`config.mk`:
```
export PLATFORM = sky130hd
export DESIGN_NAME = uart_tx_ctrl
export DESIGN_NICKNAME = d
export VERILOG_FILES = /design/src/rtl/uart_tx_ctrl.sv
export SDC_FILE = /design/constraint.sdc
export NUM_CORES = 1
export LEC_CHECK = 0
export ABC_CLOCK_PERIOD_IN_PS = 5200
export CORE_UTILIZATION = 58
export CTS_CLUSTER_SIZE = 10
export DETAILED_ROUTE_END_ITERATION = 16
export PLACE_DENSITY = 0.83
export SLEW_MARGIN = 0
export SYNTH_ARGS = -nofsm -noshare
export SYNTH_HDL_FRONTEND = slang
export SYNTH_SLANG_ARGS = --single-unit
```
`constraint.sdc`:
```
create_clock -name clock -period 5.2 [get_ports clock]
set_input_delay 1.04 -clock clock [delete_from_list [all_inputs] [get_ports clock]]
set_output_delay 1.04 -clock clock [all_outputs]
set_load 0.01 [all_outputs]
```
`src/rtl/uart_tx_ctrl.sv`:
```
// uart_tx_ctrl: 8-bit UART transmitter with a programmable divisor,
// optional parity and one or two stop bits.
// One byte is accepted at a time from IDLE. The frame is start, 8 data bits
// LSB first, an optional parity bit, then STOP_BITS stop bits.
// Each bit lasts D = max(baud_div, 1) clocks. The divisor is captured when the
// byte is accepted.
module uart_tx_ctrl #(
  parameter int PRESCALER_WIDTH = 8,
  parameter int PARITY_EN       = 0,
  parameter int PARITY_ODD      = 0,
  parameter int STOP_BITS       = 1
) (
  input  logic                       clock,
  input  logic                       reset,
  input  logic [PRESCALER_WIDTH-1:0] baud_div,
  input  logic [7:0]                 in_data,
  input  logic                       in_valid,
  output logic                       in_ready,
  output logic                       tx,
  output logic                       busy,
  output logic                       tx_done
);

  localparam int PW = PRESCALER_WIDTH;

  typedef enum logic [2:0] {
    IDLE   = 3'd0,
    START  = 3'd1,
    DATA   = 3'd2,
    PARITY = 3'd3,
    STOP   = 3'd4
  } state_t;

  state_t        state;
  logic [PW-1:0] cnt;       // cycle within the current bit, 0..D-1
  logic [PW-1:0] div_q;     // divisor captured at accept
  logic [2:0]    bit_idx;   // data bit being sent; wraps to 0 after bit 7
  logic [7:0]    data_q;    // byte captured at accept
  logic          stop_idx;  // which stop bit is on the line (0 or 1)

  logic [PW-1:0] d_eff;
  logic          bit_last;
  logic          par_bit;
  logic          accept;

  // A divisor of zero behaves like one, so the frame never stalls.
  assign d_eff    = (div_q == '0) ? PW'(1) : div_q;
  assign bit_last = (cnt == d_eff - PW'(1));

  // XOR of the data gives even parity; inverting it gives odd parity.
  assign par_bit  = (^data_q) ^ (PARITY_ODD != 0);

  // in_ready comes straight from the state register. It is gated by reset so
  // that nothing can be accepted in a cycle where reset is asserted.
  assign in_ready = (state == IDLE) && !reset;
  assign accept   = in_valid && in_ready;

  // Frame sequencer. tx, busy and tx_done are all registered here.
  always_ff @(posedge clock) begin
    if (reset) begin
      state    <= IDLE;
      cnt      <= '0;
      div_q    <= '0;
      bit_idx  <= '0;
      data_q   <= '0;
      stop_idx <= 1'b0;
      tx       <= 1'b1;
      busy     <= 1'b0;
      tx_done  <= 1'b0;
    end else begin
      tx_done <= 1'b0;
      case (state)
        IDLE: begin
          tx   <= 1'b1;
          busy <= 1'b0;
          if (accept) begin
            data_q   <= in_data;
            div_q    <= baud_div;
            cnt      <= '0;
            bit_idx  <= '0;
            stop_idx <= 1'b0;
            tx       <= 1'b0;
            busy     <= 1'b1;
            state    <= START;
          end
        end

        START: begin
          if (bit_last) begin
            cnt   <= '0;
            tx    <= data_q[0];
            state <= DATA;
          end else begin
            cnt <= cnt + PW'(1);
          end
        end

        DATA: begin
          if (bit_last) begin
            cnt <= '0;
            if (bit_idx == 3'd7) begin
              bit_idx <= 3'd0;
              if (PARITY_EN != 0) begin
                tx    <= par_bit;
                state <= PARITY;
              end else begin
                tx    <= 1'b1;
                state <= STOP;
              end
            end else begin
              bit_idx <= bit_idx + 3'd1;
              tx      <= data_q[bit_idx + 3'd1];
            end
          end else begin
            cnt <= cnt + PW'(1);
          end
        end

        PARITY: begin
          if (bit_last) begin
            cnt   <= '0;
            tx    <= 1'b1;
            state <= STOP;
          end else begin
            cnt <= cnt + PW'(1);
          end
        end

        STOP: begin
          if (bit_last) begin
            cnt <= '0;
            if (stop_idx == 1'(STOP_BITS - 1)) begin
              // tx_done is raised in the first IDLE cycle. A new byte can be
              // accepted in that same cycle.
              stop_idx <= 1'b0;
              busy     <= 1'b0;
              tx_done  <= 1'b1;
              state    <= IDLE;
            end else begin
              stop_idx <= 1'b1;
            end
          end else begin
            cnt <= cnt + PW'(1);
          end
        end

        default: begin
          state <= IDLE;
          tx    <= 1'b1;
          busy  <= 1'b0;
        end
      endcase
    end
  end

endmodule

```
==> flow_summary.yaml, run 1 <==
final_layout:
  final_util: 0.7346
  final_cell_mix: "33 x dfxtp_1, 28 x nand2_1, 22 x clkdlybuf4s50_1, 19 x o21ai_0, 16 x nand2b_1"
  syn_to_final_growth_pct: 16.97
  nNetsFinal: 257
  antenna_cells: 0
  stdcell_count: 266
  layout_commonest_cell: "dfxtp_1"
  drive_above_1_share: 0.07234
outcome:
  status: "finished with violations"
  violations: "design-rule violations"
critical_path:
  crit_slowest_cell: "clkdlybuf4s50_1"
  crit_path_cell_trace: "clkdlybuf4s50_1, buf_4, or2_2, nor2_1, clkdlybuf4s50_1"
  start_kind: "input pin"
  max_stage_delay_ns: 0.55
  ff2ff_path_depth: 9
  end_kind: "output port"
  path_buf_inv: 3
  cp.depth: 5
  crit_type: "input pin to output port"
  crit_path_frequent_cell: "clkdlybuf4s50_1"
  cp_max_fo: 29
  crit_required_ns: 4.16
  cpLargestDelayFamily: "buffers and inverters"
  critPathArrivalTime_ns: 2.67
floorplan:
  core-area_um2: 2829
  placementRows: 19
  fp.dieW_um: 57.35
  die_area_um2: 3288
  io_pins: 23
  initial_core_util: 0.6280
  die_h_um: 57.35
synth:
  ys_types: 46
  yosysTopAreaCellShare: 0.3718
  synth_edf_count: 0
  yosysWarningCount: 0
  synthesis.area_um2: 1777
  yosys.area.top_type: "dfxtp_1"
  async_reset_ff_frac: 0
  synth_flop_cell: "dfxtp_1"
  ys_seq_area_frac: 0.3718
  syn_area_per_cell_um2: 8.188
  synth_cells: 217
  synth_area_leaders: "dfxtp_1 37%, nand2_1 5.9%, nand2b_1 5.6%"
  syn-num-nets: 240
  synth_seq_cells: 33
global_routing:
  grt_pass1_vias: 1634
  grt_max_degree: 35
  grt_use_total: 0.2672
  overflow: 0
  grt_pass1_wl_mm: 6.810
  antenna_found_initial: 0
worst_hold_path:
  hold_path_depth: 2
  min_path_type: "register to register"
placed_design:
  place_inst: 258
  gp_congestion: 0.8240
  io_buffers: 22
  dpl.hpwl_mm: 2.823
timing:
  hold_viol_final: 0
  relSlewSlack: 0.2419
  min_period_ns: 3.705
  tightest_slew_ns: 1.127
  finalSetupTns_ns: 0
  grt_setup_unrepaired: "false"
  period_share: 0.7126
  setup_violations: 0
  drv_slew: 0
  clock.fmax_mhz: 269.9
  skew_ns: 0.01350
clock_tree:
  cts.htree.levels: 2
  cts_tree: "yes"
  postCtsSetupBuffers: 0
  cts_buffer_depth: 2
  clk_transition_reported_paths_ns: 0.09
  insertion_delay_ns: 0.33
  cts_made_buffers: 5
  ctsResizeCount: 0
  cts_hold_buffers: 0
  cts-root-buf: "clkbuf_4"
  clock-sinks: 33
route:
  dr.first_iter.drc_count: 95
  num_vias: 1628
  firstDrtPassIters: 11
  ant_nets: 0
  drcViolationCount: 4
  routed_wl_mm: 3.865
  wire_per_inst_um: 14.53
  via_per_inst: 6.120
power_and_ir_drop:
  powerDensity_nw_per_um2: 297.3
  peakVddDrop_v: 0.0002562
  p_leak_uw: 0.0007536
run:
  cap_violations: 0
==> layout make-up <==
type	count	area (um2)
Inverter	7	26.28
Fill cell	234	750.7
Clock inverter	1	30.03
Sequential cell	33	660.6
Timing Repair Buffer	23	227.7
Tap cell	31	38.79
Multi-Input combinational cell	164	1040
Clock buffer	7	55.05
==> per-layer routing <==
metal	global-route usage	part of all wire
met5	0	0
met4	0.1463	0.026
met3	0.05442	0.042
met2	0.4419	0.50
met1	0.3247	0.43
==> synthesized netlist by cell type, types with 2 or more instances <==
cell and n:
a21o_1 3, a211oi_1 2, or2_2 3, or4_1 2, dfxtp_1 33, o31ai_1 4, clkbuf_1 11, nor3b_1 3
nand3_1 3, nand2_1 28, a311oi_1 2, o22ai_1 4, or3b_2 2, or3_1 10, nor2_1 10, xor2_1 3
a21oi_1 5, xnor2_1 5, nor3_1 5, nor2b_1 3, a32o_1 2, o21ai_1 2, inv_1 7, mux4_2 2
a31oi_1 3, nand2b_1 16, o21ai_0 19, ha_1 4, o211ai_1 4
==> stage by stage <==
step                      hold slack [ns]  area [um2]  total power, uW  worst slack, ns
after floorplan                    0.4460        1777            381.2            2.344
after global routing               0.5306        2078            651.5            1.398
after detailed placement           0.4700        1993            422.8            1.507
after CTS                          0.4863        2078            621.8            1.496
after global placement             0.4582        1993            413.3            1.529
final                              0.4897        2078            617.9            1.495
==> tightest hold or removal path: stages, from the launching register on <==
cell and delay (ns):
dfxtp_1 0.32, nand2b_1 0.06, o21ai_0 0.06
==> final timing paths <==
check        startpoint         to  slack (ns)
max               reset   in_ready        1.49
max reg2reg    div_q[3]     cnt[5]        1.77
min           data_q[7]  data_q[7]        0.49
min reg2reg   data_q[7]  data_q[7]        0.49
==> kinds of logic after synthesis <==
logic type | count (synthesis) | share of synthesized area
AND/OR/NAND/NOR | 92 | 0.2775
AO/OA/AOI/OAI | 58 | 0.2148
multiplexers | 2 | 0.02535
buffers and inverters | 20 | 0.04296
XOR/XNOR | 8 | 0.03944
flip-flops | 33 | 0.3718
adder cells (fa/ha/maj) | 4 | 0.02817
==> sequential cells by signal, indices dropped and copies added (netlist names) <==
register  count
tx            1
data_q        8
bit_idx       3
state         3
busy          1
tx_done       1
cnt           8
div_q         8
==> power by group <==
part / switching (uW) / total (uW) / internal (uW)
Combinational: 69.2 / 133 / 63.4
Clock: 84.1 / 199 / 115
Sequential: 16.9 / 286 / 270
(Power assumes the default switching activity.)
==> inputs of run 2 (changes only) <==
Settings changed: ABC_CLOCK_PERIOD_IN_PS 5200 to 3520, CORE_UTILIZATION 58 to 54, PLACE_DENSITY 0.83 to 0.78.
Clock period 5.2 ns to 3.52 ns, I/O delays scaled along.
==> run 2 against run 1 <==
Against the previous run:
- global-route usage is 1.9 points lower
- critical endpoint is now bit_idx[0]
- the flow now finishes without violations
- count of clock-buffer cells in the layout is 1 lower
- final cell count is 6.0% higher
- largest cell class unchanged
- utilization is 5.8 points lower
- clock power is 3% higher
- sequential power is 48% higher
- critical path type is now register to register
- largest power group unchanged
- clock skew is 0.0025 ns lower
- combinational power is 50% higher
- register-to-register slack worse by 1.5 ns
==> flow_summary.yaml, run 2 (synthesized netlist as in run 1, its figures left out) <==
placed_design:
  dpl.hpwl_mm: 2.748
  gp_congestion: 0.8980
  io_buffers: 22
  place_ws_ns: 0.2740
  placed_cell_area_um2: 2032
critical_path:
  critPathArrivalTime_ns: 3.56
  start_kind: "register"
  crit_slowest_cell: "nor4_2"
  crit_type: "register to register"
  ff2ff_setup_slack_ns: 0.23
  reg2reg_from: "div_q[3]"
  crit_path_end: "bit_idx[0]"
  r2r_end: "bit_idx[0]"
  max_stage_delay_ns: 0.58
  crit_path_cell_trace: "nor4_2, a31oi_1, ha_1, nand2b_1, o21ai_0, a2111o_1, or3_1, or4_1, a21oi_1"
  crit_required_ns: 3.79
  ff2ff_path_depth: 9
  end_kind: "register"
  crit_start: "div_q[3]"
  cp_max_fo: 8
route:
  dr.first_iter.drc_count: 147
  ant_nets: 0
  firstDrtPassIters: 4
  num_vias: 1593
  routed_wl_mm: 3.799
  drcViolationCount: 0
  wire_per_inst_um: 13.47
  via_per_inst: 5.649
final_layout:
  final_area_um2: 2083
  multi_input_area_um2: 1040
  final_util: 0.6768
  layout_commonest_cell: "dfxtp_1"
  nNetsFinal: 260
  syn_to_final_growth_pct: 17.25
  drive_above_1_share: 0.08403
  top_regs: "cnt: 8 flops, data_q: 8 flops, div_q: 8 flops"
  fillers: 255
  final_cell_mix: "33 x dfxtp_1, 28 x nand2_1, 22 x clkdlybuf4s50_1, 19 x o21ai_0, 16 x nand2b_1"
  ff_latch_area_um2: 660.6
  antenna_cells: 0
power_and_ir_drop:
  peakVddDrop_v: 0.0002981
  powerDensity_nw_per_um2: 396.9
  swShare: 0.3093
  internal-power_uw: 571.2
  p_leak_uw: 0.0007538
  p_switching_uw: 255.7
  p_clk_frac: 0.247
  comb_power_share: 0.241
  pwr-share-seq: 0.513
timing:
  relSlewSlack: 0.6145
  drv_slew: 0
  holdWs_ns: 0.4806
  tightest_slew_ns: 0.5735
  finalSetupTns_ns: 0
  layout_setup_ws_ns: 0.2271
  clock.fmax_mhz: 303.7
  period_share: 0.9355
  setup_violations: 0
  hold_viol_final: 0
  grt_setup_unrepaired: "false"
  min_period_ns: 3.293
  skew_ns: 0.01104
clock_tree:
  cts_hold_buffers: 0
  clock-sinks: 33
  cts-root-buf: "clkbuf_4"
  insertion_delay_ns: 0.33
  cts_tree: "yes"
  cts_made_buffers: 5
  ctsResizeCount: 0
  postCtsSetupBuffers: 0
  cts.htree.levels: 2
  cts_buffer_depth: 2
  clk_transition_reported_paths_ns: 0.11
outcome:
  status: "finished clean"
run:
  cap_violations: 0
global_routing:
  antenna_found_initial: 0
  grt_max_degree: 35
  overflow: 0
  grt_pass1_wl_mm: 6.492
  grt_use_total: 0.2485
  grt_pass1_vias: 1466
worst_hold_path:
  min_path_type: "register to register"
  min_from: "data_q[2]"
floorplan:
  die_area_um2: 3524
  io_pins: 23
  core-area_um2: 3078
  initial_core_util: 0.5772
  fp.dieW_um: 59.36
  placementRows: 20
  die_h_um: 59.36
run 2: worst min path at each step:
stage                      to  cells past startpoint  slack (ns)
global placement    data_q[3]                      2        0.46
finish              data_q[2]                      2        0.48
CTS                 data_q[6]                      2        0.49
detailed placement  data_q[6]                      2        0.47
global route        data_q[6]                      2        0.50
floorplan           data_q[4]                      2        0.45
run 2: critical path, delay by kind of cell (launching register included):
family	cells	cell delay (ns)
AND/OR/NAND/NOR	4	1.66
flip-flops	1	0.38
AO/OA/AOI/OAI	4	0.90
adder cells (fa/ha/maj)	1	0.30
run 2: cell type report:
cell class / instances / share of cell area
multi-input combinational: 164 / 0.4991
sequential: 33 / 0.3171
timing repair buffer: 26 / 0.1201
tap: 44 / 0.02643
clock buffer: 6 / 0.01982
inverter: 7 / 0.01261
clock inverter: 2 / 0.004805
run 2: routing by layer:
layer	share of wire	track usage	vias to the layer above
met5	0	0	-
met2	0.46	0.3708	33
met1	0.49	0.3352	736
met3	0.035	0.07205	7
met4	0.016	0.1020	0
li1	-	-	817
run 2: power by group through the flow:
stage	sequential [uW]	combinational, uW	clock [uW]
floorplan	426	137	0
global placement	430	187	0
detailed placement	432	197	0
CTS	423	198	211
global route	427	219	229
finish	424	199	204
run 2: metrics by stage:
step	power [uW]	std cells
2_1_floorplan	563.2	217
3_3_place_gp	616.7	274
3_5_place_dp	629.3	274
4_1_cts	832.6	282
5_1_grt	875.6	282
6_report	826.9	282
==> inputs of run 3 (changes only) <==
Settings changed: ABC_AREA set to 1, CORE_UTILIZATION 54 to 55, PLACE_DENSITY 0.78 to 0.79.
==> run 3 against run 2 <==
Against the previous run:
- final area is 9.9% higher
- final cell count is 29% higher
- sequential share of layout area is 2.9 points lower
- sequential cell count stayed put
- die area is 8.0% higher
- utilization is 0.40 points higher
- highest routed layer unchanged
==> flow_summary.yaml, run 3 <==
outcome:
  status: "finished clean"
placed_design:
  dpl.hpwl_mm: 3.094
  place_ws_ns: 0.9794
  io_buffers: 22
  gp_congestion: 0.8483
critical_path:
  start_kind: "input pin"
  end_kind: "output port"
  max_stage_delay_ns: 0.56
  reg2reg_from: "div_q[2]"
  crit_type: "input pin to output port"
  critPathArrivalTime_ns: 1.84
  ff2ff_setup_slack_ns: 1.10
  crit_required_ns: 2.82
  crit_path_cell_trace: "clkdlybuf4s50_1, nor2_2, clkdlybuf4s50_1"
  r2r_end: "cnt[4]"
  ff2ff_path_depth: 16
  cp_max_fo: 2
  crit_path_frequent_cell: "clkdlybuf4s50_1"
  crit_slowest_cell: "clkdlybuf4s50_1"
global_routing:
  grt_use_total: 0.2472
  grt_pass1_vias: 1616
  grt_max_degree: 28
  overflow: 0
  grt_pass1_wl_mm: 6.741
  antenna_found_initial: 0
route:
  via_per_inst: 5.118
  dr.first_iter.drc_count: 66
  num_vias: 1868
  drcViolationCount: 0
  routed_wl_mm: 4.150
  firstDrtPassIters: 4
  wire_per_inst_um: 11.37
  ant_nets: 0
timing:
  layout_setup_ws_ns: 0.9741
  skew_ns: 0.007921
  hold_viol_final: 0
  finalSetupTns_ns: 0
  drv_slew: 0
  holdWs_ns: 0.4553
  clock.fmax_mhz: 392.8
  grt_setup_unrepaired: "false"
  relSlewSlack: 0.5674
  period_share: 0.7233
  tightest_slew_ns: 0.6482
  setup_violations: 0
  min_period_ns: 2.546
synth:
  syn_area_per_cell_um2: 6.665
  yosysMostFrequentCell: "nand2_1"
  synth_area_leaders: "dfxtp_1 34%, nand2_1 15%, inv_1 6.7%"
  async_reset_ff_frac: 0
  syn-num-nets: 317
  synth_cells: 294
  synth_flop_cell: "dfxtp_1"
  synth_commonest_cells: "77 x nand2_1, 35 x inv_1, 33 x dfxtp_1"
  ys_seq_area_frac: 0.3372
  yosysTopAreaCellShare: 0.3372
  yosys.area.top_type: "dfxtp_1"
  yosysWarningCount: 0
  synth_seq_cells: 33
  synth_edf_count: 0
  synthesis.area_um2: 1959
  ys_types: 29
clock_tree:
  cts.htree.levels: 2
  postCtsSetupBuffers: 0
  insertion_delay_ns: 0.35
  cts_made_buffers: 5
  clk_transition_reported_paths_ns: 0.10
  cts_buffer_depth: 2
  cts_hold_buffers: 0
  ctsResizeCount: 0
  cts-root-buf: "clkbuf_4"
  cts_tree: "yes"
  clock-sinks: 33
worst_hold_path:
  hold_path_depth: 2
  min_to: "data_q[5]"
  min_path_type: "register to register"
  min_from: "data_q[5]"
power_and_ir_drop:
  p_leak_uw: 0.0009990
  powerDensity_nw_per_um2: 413.8
  finalPower_uw: 947.5
  peakVddDrop_v: 0.0002426
final_layout:
  drive_above_1_share: 0.1191
  nNetsFinal: 341
  syn_to_final_growth_pct: 16.86
  final_util: 0.6808
  layout_commonest_cell: "nand2_1"
  fillers: 331
  ff_latch_area_um2: 660.6
  top_regs: "cnt: 8 flops, data_q: 8 flops, div_q: 8 flops"
  final_cell_mix: "77 x nand2_1, 35 x inv_1, 33 x dfxtp_1, 26 x a21oi_1"
  antenna_cells: 0
  multi_input_area_um2: 1117
floorplan:
  fp.dieW_um: 61.69
  placementRows: 21
  io_pins: 23
  die_h_um: 61.69
  initial_core_util: 0.5826
  core-area_um2: 3363
  die_area_um2: 3805
run:
  cap_violations: 0
## run 3: cell types whose count changed after synthesis, moves of 10 or more
cell,change
a21oi_1,+21
or3_1,-10
nand2b_1,-16
nand2_1,+49
nor2_1,+15
nand3_1,+22
inv_1,+28
## run 3: where the power goes
| part | leakage [uW] | total, uW | internal [uW] | switching, uW |
|---|---|---|---|---|
| Sequential | 0.000270 | 418 | 397 | 21.2 |
| Combinational | 0.000688 | 281 | 109 | 172 |
| Clock | 0.0000413 | 248 | 116 | 133 |
| Total | 0.000999 | 947 | 621 | 326 |
## run 3: metal layers
metal  up-vias  wire length, um  part of all wire  GRT usage
li1        986                -                 -          -
met1       828             1911              0.46     0.3107
met2        48             1988              0.48     0.3902
met3         6              193             0.047    0.07983
met4         0               57             0.014     0.1016
met5         -                0                 0          0
## run 3: metrics by stage
| step | instances | area, um2 |
|---|---|---|
| after floorplan | 294 | 1959 |
| after global placement | 357 | 2220 |
| after detailed placement | 357 | 2220 |
| after CTS | 365 | 2290 |
| after global routing | 365 | 2290 |
| final | 365 | 2290 |
## run 3: kinds of logic (layout without fill, tap and decap cells)
logic type,Yosys count,in the layout,share of synthesized area
and+or+nand+nor,158,158,0.3889
AOI/OAI and AO/OA,46,46,0.1245
buffers and inverters,46,71,0.09260
DFF,33,33,0.3372
xor gates and xnor gates,7,7,0.03129
adders and majority gates,4,4,0.02554
## run 3: worst max-delay path, delay by kind of cell
family                 cells  cell delay, ns
buffers and inverters      2            0.99
AND/OR/NAND/NOR            1            0.15
## run 3: worst max path at each step
stage / from / endpoint / slack, ns
2_1_floorplan: div_q[5] / cnt[4] / 1.42
3_3_place_gp: reset / in_ready / 0.99
3_5_place_dp: reset / in_ready / 0.98
4_1_cts: reset / in_ready / 0.97
5_1_grt: div_q[3] / cnt[6] / 0.86
6_report: reset / in_ready / 0.97
## run 3: cell type report
cell class,instances,share of cell area
clock inverters,1,0.002186
flip-flops and latches,33,0.2885
well taps,46,0.02514
multi-input cells,215,0.4880
inverters,39,0.06503
clock buffers,7,0.02842
repair buffers,24,0.1027
